`src/rtl/pd_atan_scheduler.sv`:
```
// pd_atan_scheduler: time-shares one lut_atan between the received (r) and decided (a)
// symbol lookups of the phase detector, then emits the wrapped difference atan(r) - atan(a).
module pd_atan_scheduler #(
  parameter int unsigned NB_DATA_IN  = 8,
  parameter int unsigned NB_DATA_OUT = 16,
  parameter int unsigned LUT_LAT     = 1
) (
  input  logic                          i_clock,
  input  logic                          i_rst_n,
  input  logic                          i_valid,
  output logic                          o_ready,
  input  logic signed [NB_DATA_IN-1:0]  i_rx_i,
  input  logic signed [NB_DATA_IN-1:0]  i_rx_q,
  input  logic signed [NB_DATA_IN-1:0]  i_dec_i,
  input  logic signed [NB_DATA_IN-1:0]  i_dec_q,
  output logic signed [NB_DATA_IN-1:0]  o_lut_i,
  output logic signed [NB_DATA_IN-1:0]  o_lut_q,
  input  logic signed [NB_DATA_OUT-1:0] i_lut_atan,
  output logic signed [NB_DATA_OUT-1:0] o_phase_error,
  output logic                          o_valid
);

  // Counter holds values 0 .. LUT_LAT+2, so it never wraps before the last collection.
  localparam int unsigned CntW = $clog2(LUT_LAT + 3);
  localparam logic [CntW-1:0] CntOne     = CntW'(1);
  localparam logic [CntW-1:0] CntSampleR = CntW'(LUT_LAT + 1);
  localparam logic [CntW-1:0] CntSampleA = CntW'(LUT_LAT + 2);

  typedef enum logic [1:0] {
    StIdle,
    StIssueR,
    StIssueA,
    StWait
  } state_e;

  state_e                        state_q, state_d;
  logic [CntW-1:0]               cnt_q, cnt_d;
  logic signed [NB_DATA_IN-1:0]  dec_i_q, dec_i_d;
  logic signed [NB_DATA_IN-1:0]  dec_q_q, dec_q_d;
  logic signed [NB_DATA_OUT-1:0] atan_r_q, atan_r_d;
  logic signed [NB_DATA_OUT-1:0] phase_q, phase_d;
  logic                          valid_q, valid_d;
  logic signed [NB_DATA_IN-1:0]  lut_i_q, lut_i_d;
  logic signed [NB_DATA_IN-1:0]  lut_q_q, lut_q_d;

  // Next-state: sequencing of the shared LUT operands and counter-timed angle collection.
  always_comb begin
    state_d  = state_q;
    cnt_d    = cnt_q;
    dec_i_d  = dec_i_q;
    dec_q_d  = dec_q_q;
    atan_r_d = atan_r_q;
    phase_d  = phase_q;
    valid_d  = 1'b0;
    lut_i_d  = '0;
    lut_q_d  = '0;

    if (state_q != StIdle) begin
      cnt_d = cnt_q + CntOne;
    end

    case (state_q)
      StIdle: begin
        if (i_valid) begin
          // The rx operand goes straight into the registered LUT port for the ISSUE_R
          // cycle; only the dec operand has to be held for the following cycle.
          dec_i_d = i_dec_i;
          dec_q_d = i_dec_q;
          lut_i_d = i_rx_i;
          lut_q_d = i_rx_q;
          // Cleared on accept and counted for the ISSUE_R cycle, so ISSUE_R sees 1.
          cnt_d   = CntOne;
          state_d = StIssueR;
        end
      end
      StIssueR: begin
        lut_i_d = dec_i_q;
        lut_q_d = dec_q_q;
        state_d = StIssueA;
      end
      StIssueA: begin
        state_d = StWait;
      end
      StWait: begin
        state_d = StWait;
      end
      default: begin
        state_d = StIdle;
      end
    endcase

    // Collection follows the counter, not the state: with LUT_LAT=1 it lands in ISSUE_A/WAIT.
    if (state_q != StIdle) begin
      if (cnt_q == CntSampleR) begin
        atan_r_d = i_lut_atan;
      end
      if (cnt_q == CntSampleA) begin
        phase_d = atan_r_q - i_lut_atan;  // two's-complement wrap is the intended modulo
        valid_d = 1'b1;
        cnt_d   = '0;
        state_d = StIdle;
      end
    end
  end

  // State and registered outputs; async reset aborts any transaction in flight.
  always_ff @(posedge i_clock or negedge i_rst_n) begin
    if (!i_rst_n) begin
      state_q  <= StIdle;
      cnt_q    <= '0;
      dec_i_q  <= '0;
      dec_q_q  <= '0;
      atan_r_q <= '0;
      phase_q  <= '0;
      valid_q  <= 1'b0;
      lut_i_q  <= '0;
      lut_q_q  <= '0;
    end else begin
      state_q  <= state_d;
      cnt_q    <= cnt_d;
      dec_i_q  <= dec_i_d;
      dec_q_q  <= dec_q_d;
      atan_r_q <= atan_r_d;
      phase_q  <= phase_d;
      valid_q  <= valid_d;
      lut_i_q  <= lut_i_d;
      lut_q_q  <= lut_q_d;
    end
  end

  assign o_ready       = (state_q == StIdle);
  assign o_lut_i       = lut_i_q;
  assign o_lut_q       = lut_q_q;
  assign o_phase_error = phase_q;
  assign o_valid       = valid_q;

endmodule

```
`config.mk`:
```
export PLATFORM = sky130hd
export DESIGN_NAME = pd_atan_scheduler
export DESIGN_NICKNAME = d
export VERILOG_FILES = /design/src/rtl/pd_atan_scheduler.sv
export SDC_FILE = /design/constraint.sdc
export NUM_CORES = 1
export LEC_CHECK = 0
export ABC_AREA = 1
export CORE_AREA = 2 2 94 96
export CTS_CLUSTER_DIAMETER = 80
export DETAILED_ROUTE_END_ITERATION = 8
export DIE_AREA = 0 0 96 98
export PLACE_DENSITY = 0.81
export SYNTH_ARGS = -nofsm -noshare
export SYNTH_HDL_FRONTEND = slang
export SYNTH_SLANG_ARGS = --single-unit
```
`constraint.sdc`:
```
create_clock -name i_clock -period 1.69 [get_ports i_clock]
set_clock_uncertainty 0.15 [all_clocks]
set_input_delay 0.169 -clock i_clock [delete_from_list [all_inputs] [get_ports i_clock]]
set_output_delay 0.169 -clock i_clock [all_outputs]
set_load 0.01 [all_outputs]
```
==> impl_metrics.env <==
export IMPL_outcome="finished, violations left"
export IMPL_violations="negative setup slack"
export IMPL_fin_ws_ns=-0.05416
export IMPL_yosysSeqAreaShare=0.4629
export IMPL_grt_total_usage=0.2075
export IMPL_fp_dieW_um=96
export IMPL_routed_wl_um=9639
export IMPL_cpPeakStageDelay_ns=0.35
export IMPL_synthFlopType="dfrtp_1"
export IMPL_core_area_um2=8466
export IMPL_synth_common_cells="nand2_1, dfrtp_1, inv_1, nand3_1, o21ai_0"
export IMPL_start_kind="flip-flop"
export IMPL_cpMostUsedCell="nand3_2"
export IMPL_gr_total_overflow=0
export IMPL_drive_gt1_frac=0.2437
export IMPL_cp_cell_sequence="inv_2 -> ha_4 -> fa_2 -> inv_2 -> nand3_2 -> nand3_4 -> nand3_2 -> nand3_2 -> nand2_1 -> nand3_1 -> nand2_1"
export IMPL_std_cell_rows=34
export IMPL_design_area_um2=5329
export IMPL_die_y_um=98
export IMPL_gp_congestion=0.8898
export IMPL_grt_pass1_vias=3384
export IMPL_fmax_ghz=0.5733
export IMPL_synth_top_area_cell="dfrtp_1"
export IMPL_hold_viol=0
export IMPL_start_util=0.4406
export IMPL_cts_buffer_depth=2
export IMPL_netlist_cell_type_count=36
export IMPL_synth_area_um2=3730
export IMPL_min_period_over_period=1.032
export IMPL_grt_pass1_wl_um=15440
export IMPL_leakage_uw=0.002609
export IMPL_worst_setup_path_end_kind="flip-flop"
export IMPL_cts_tree="yes"
export IMPL_cpMaxStageDelayCell="dfrtp_1"
export IMPL_dp_cells=646
export IMPL_report_final_slew_viol_count=0
export IMPL_die_area_um2=9408
export IMPL_required_ns=1.78
export IMPL_crit_type="reg2reg"
export IMPL_dp_worst_setup_slack_ns=-0.3954
export IMPL_final_nets=622
export IMPL_io_buffers=84
export IMPL_fill_cells=656
export IMPL_syn_area_per_cell_um2=8.326
export IMPL_netlist_instances=448
export IMPL_tightest_slew_ns=0.3850
export IMPL_area_growth_pct=42.87
export IMPL_dp_hpwl_um=6206
export IMPL_peakVddDrop_v=0.0007157
export IMPL_cap_violations=0
export IMPL_path_max_fanout=3
export IMPL_viasPerCell=5.048
export IMPL_synth_simple_area_share=0.2700
export IMPL_fin_cells=666
export IMPL_post_drt_wl_per_cell_um=14.47
export IMPL_pin_count=85
export IMPL_postPlaceCellArea_um2=4746
export IMPL_numCtsBuffers=9
export IMPL_setup_viol=6
export IMPL_antenna_cells=0
export IMPL_yosys_warnings=0
export IMPL_reg2reg_slack_ns=-0.05
export IMPL_drt_antenna_violating_nets=0
export IMPL_drc_errors=0
export IMPL_num_vias=3362
export IMPL_rsz0062_at_grt="true"
export IMPL_synth_most_common_cell="nand2_1"
export IMPL_finalCriticalPeriod_ns=1.744
export IMPL_synth_area_top_cells="dfrtp_1, nand2_1, inv_1"
export IMPL_synthXorXnorAreaFrac=0.009393
export IMPL_ys_seq_elements=69
export IMPL_synth_edf_count=0
export IMPL_antenna_found_initial=0
export IMPL_htreeDepth=3
export IMPL_synth_top_family_by_area="simple AND/OR/NAND/NOR gates"
export IMPL_synth_compound_area_frac=0.09561
export IMPL_dr_pass1_iters=4
export IMPL_path_clk_slew_ns=0.09
export IMPL_relSlewSlack=0.7433
export IMPL_grt_max_degree=70
export IMPL_postSynth_asyncResetShare=1.000
export IMPL_clock_sinks=69
export IMPL_synth_adder_area_share=0.06240
export IMPL_synth_top_area_frac=0.4629
export IMPL_drtIter0Drc=157
export IMPL_min_path_type="in2async"
export IMPL_synth_area_mux_share=0.003019
export IMPL_syn_nets=517
export IMPL_insertion_delay_ns=0.36
export IMPL_cp_arrival_ns=1.84
export IMPL_cts_root_buf="clkbuf_8"
export IMPL_power_density_nw_per_um2=1801
[area by class of cell]
type | instances | area (µm²) | share of cell area
flip-flops and latches | 69 | 1727 | 0.3240
clock buffers | 11 | 151.4 | 0.02841
clock inverters | 5 | 57.56 | 0.01080
well taps | 108 | 135.1 | 0.02536
repair buffers | 108 | 1030 | 0.1932
inverters | 60 | 237.7 | 0.04461
multi-input cells | 305 | 1991 | 0.3736
[worst max-delay path, delay by kind of cell (launching register included)]
kind	cells	cell delay (ns)
adders and majority gates	2	0.51
buffers and inverters	2	0.14
DFF	1	0.35
and+or+nand+nor	7	0.48
[per-stage QoR]
stage               power, µW  hold slack [ns]  TNS [ns]  utilization
floorplan                5667          -0.2766         0            -
global placement         7057          0.06819    -4.141       0.5606
detailed placement       7248          0.07297    -4.574       0.5606
CTS                      9086           0.1832   -0.2576       0.6106
global route            10320           0.2116    -1.003       0.6295
finish                   9596           0.1912   -0.2009       0.6295
[state kept, by name, indices dropped and copies added, names as in the netlist]
register	cells
state_q	2
cnt_q	2
o_lut_i	8
dec_i_q	8
atan_r_q	16
o_valid	1
o_lut_q	8
o_phase_error	16
dec_q_q	8
[cells by family after synthesis]
logic type,count (synthesis)
multiplexers,1
flip-flops,69
adder cells (fa/ha/maj),18
XOR/XNOR,4
AND/OR/NAND/NOR,236
buffers and inverters,74
AO/OA/AOI/OAI,46
[cell usage in the layout (no fill, tap or decap), drive strengths merged]
cell type / Yosys / layout
xor2: 3 / 3
xnor2: 1 / 1
or2: 4 / 4
nand2: 172 / 172
dlygate4sd2: 0 / 1
clkinv: 0 / 3
bufinv: 0 / 1
a22oi: 16 / 16
nand4: 2 / 2
buf: 14 / 24
nand3b: 2 / 2
mux2: 1 / 1
a21oi: 8 / 8
dfrtp: 69 / 69
clkdlybuf4s50: 0 / 82
nor3: 3 / 3
clkbuf: 0 / 11
nand3: 23 / 23
nor2: 30 / 30
o21ai: 20 / 20
ha: 17 / 17
o211ai: 1 / 1
inv: 60 / 61
fa: 1 / 1
dlygate4sd3: 0 / 1
a2111oi: 1 / 1
[power breakdown]
group	internal [µW]	switching (µW)
combinational	2460	2810
clock	766	692
sequential	2360	501
total	5590	4000
[routing by layer]
layer	GRT usage	vias to the layer above	share of wire
li1	-	1612	-
met1	0.2424	1593	0.39
met2	0.3595	133	0.51
met3	0.05710	24	0.082
met4	0.07363	0	0.020
met5	0	-	0
[worst paths after layout]
path                       depth (start not counted)                           from                            end
min                                                3                        i_rst_n   o_phase_error[5]$_DFFE_PN0P_
max                                               11        atan_r_q[0]$_DFFE_PN0P_  o_phase_error[12]$_DFFE_PN0P_
min in group i_clock                               3                     i_dec_q[2]         dec_q_q[2]$_DFFE_PN0P_
min reg2reg                                        2  o_phase_error[15]$_DFFE_PN0P_  o_phase_error[15]$_DFFE_PN0P_
max in group asynchronous                          3                        i_rst_n   o_phase_error[6]$_DFFE_PN0P_
max reg2reg                                       11        atan_r_q[0]$_DFFE_PN0P_  o_phase_error[12]$_DFFE_PN0P_
[repair_timing]
| action | in CTS | in global routing |
|---|---|---|
| hold buffers | 1 | 0 |
| gates resized for setup | 34 | 35 |
| setup endpoints to repair | 13 | 12 |
| setup buffers | 1 | 2 |
| hold endpoints to repair | 69 | 0 |
| pin swaps | 8 | 14 |
No activity file was read; power rests on OpenSTA's default activity.
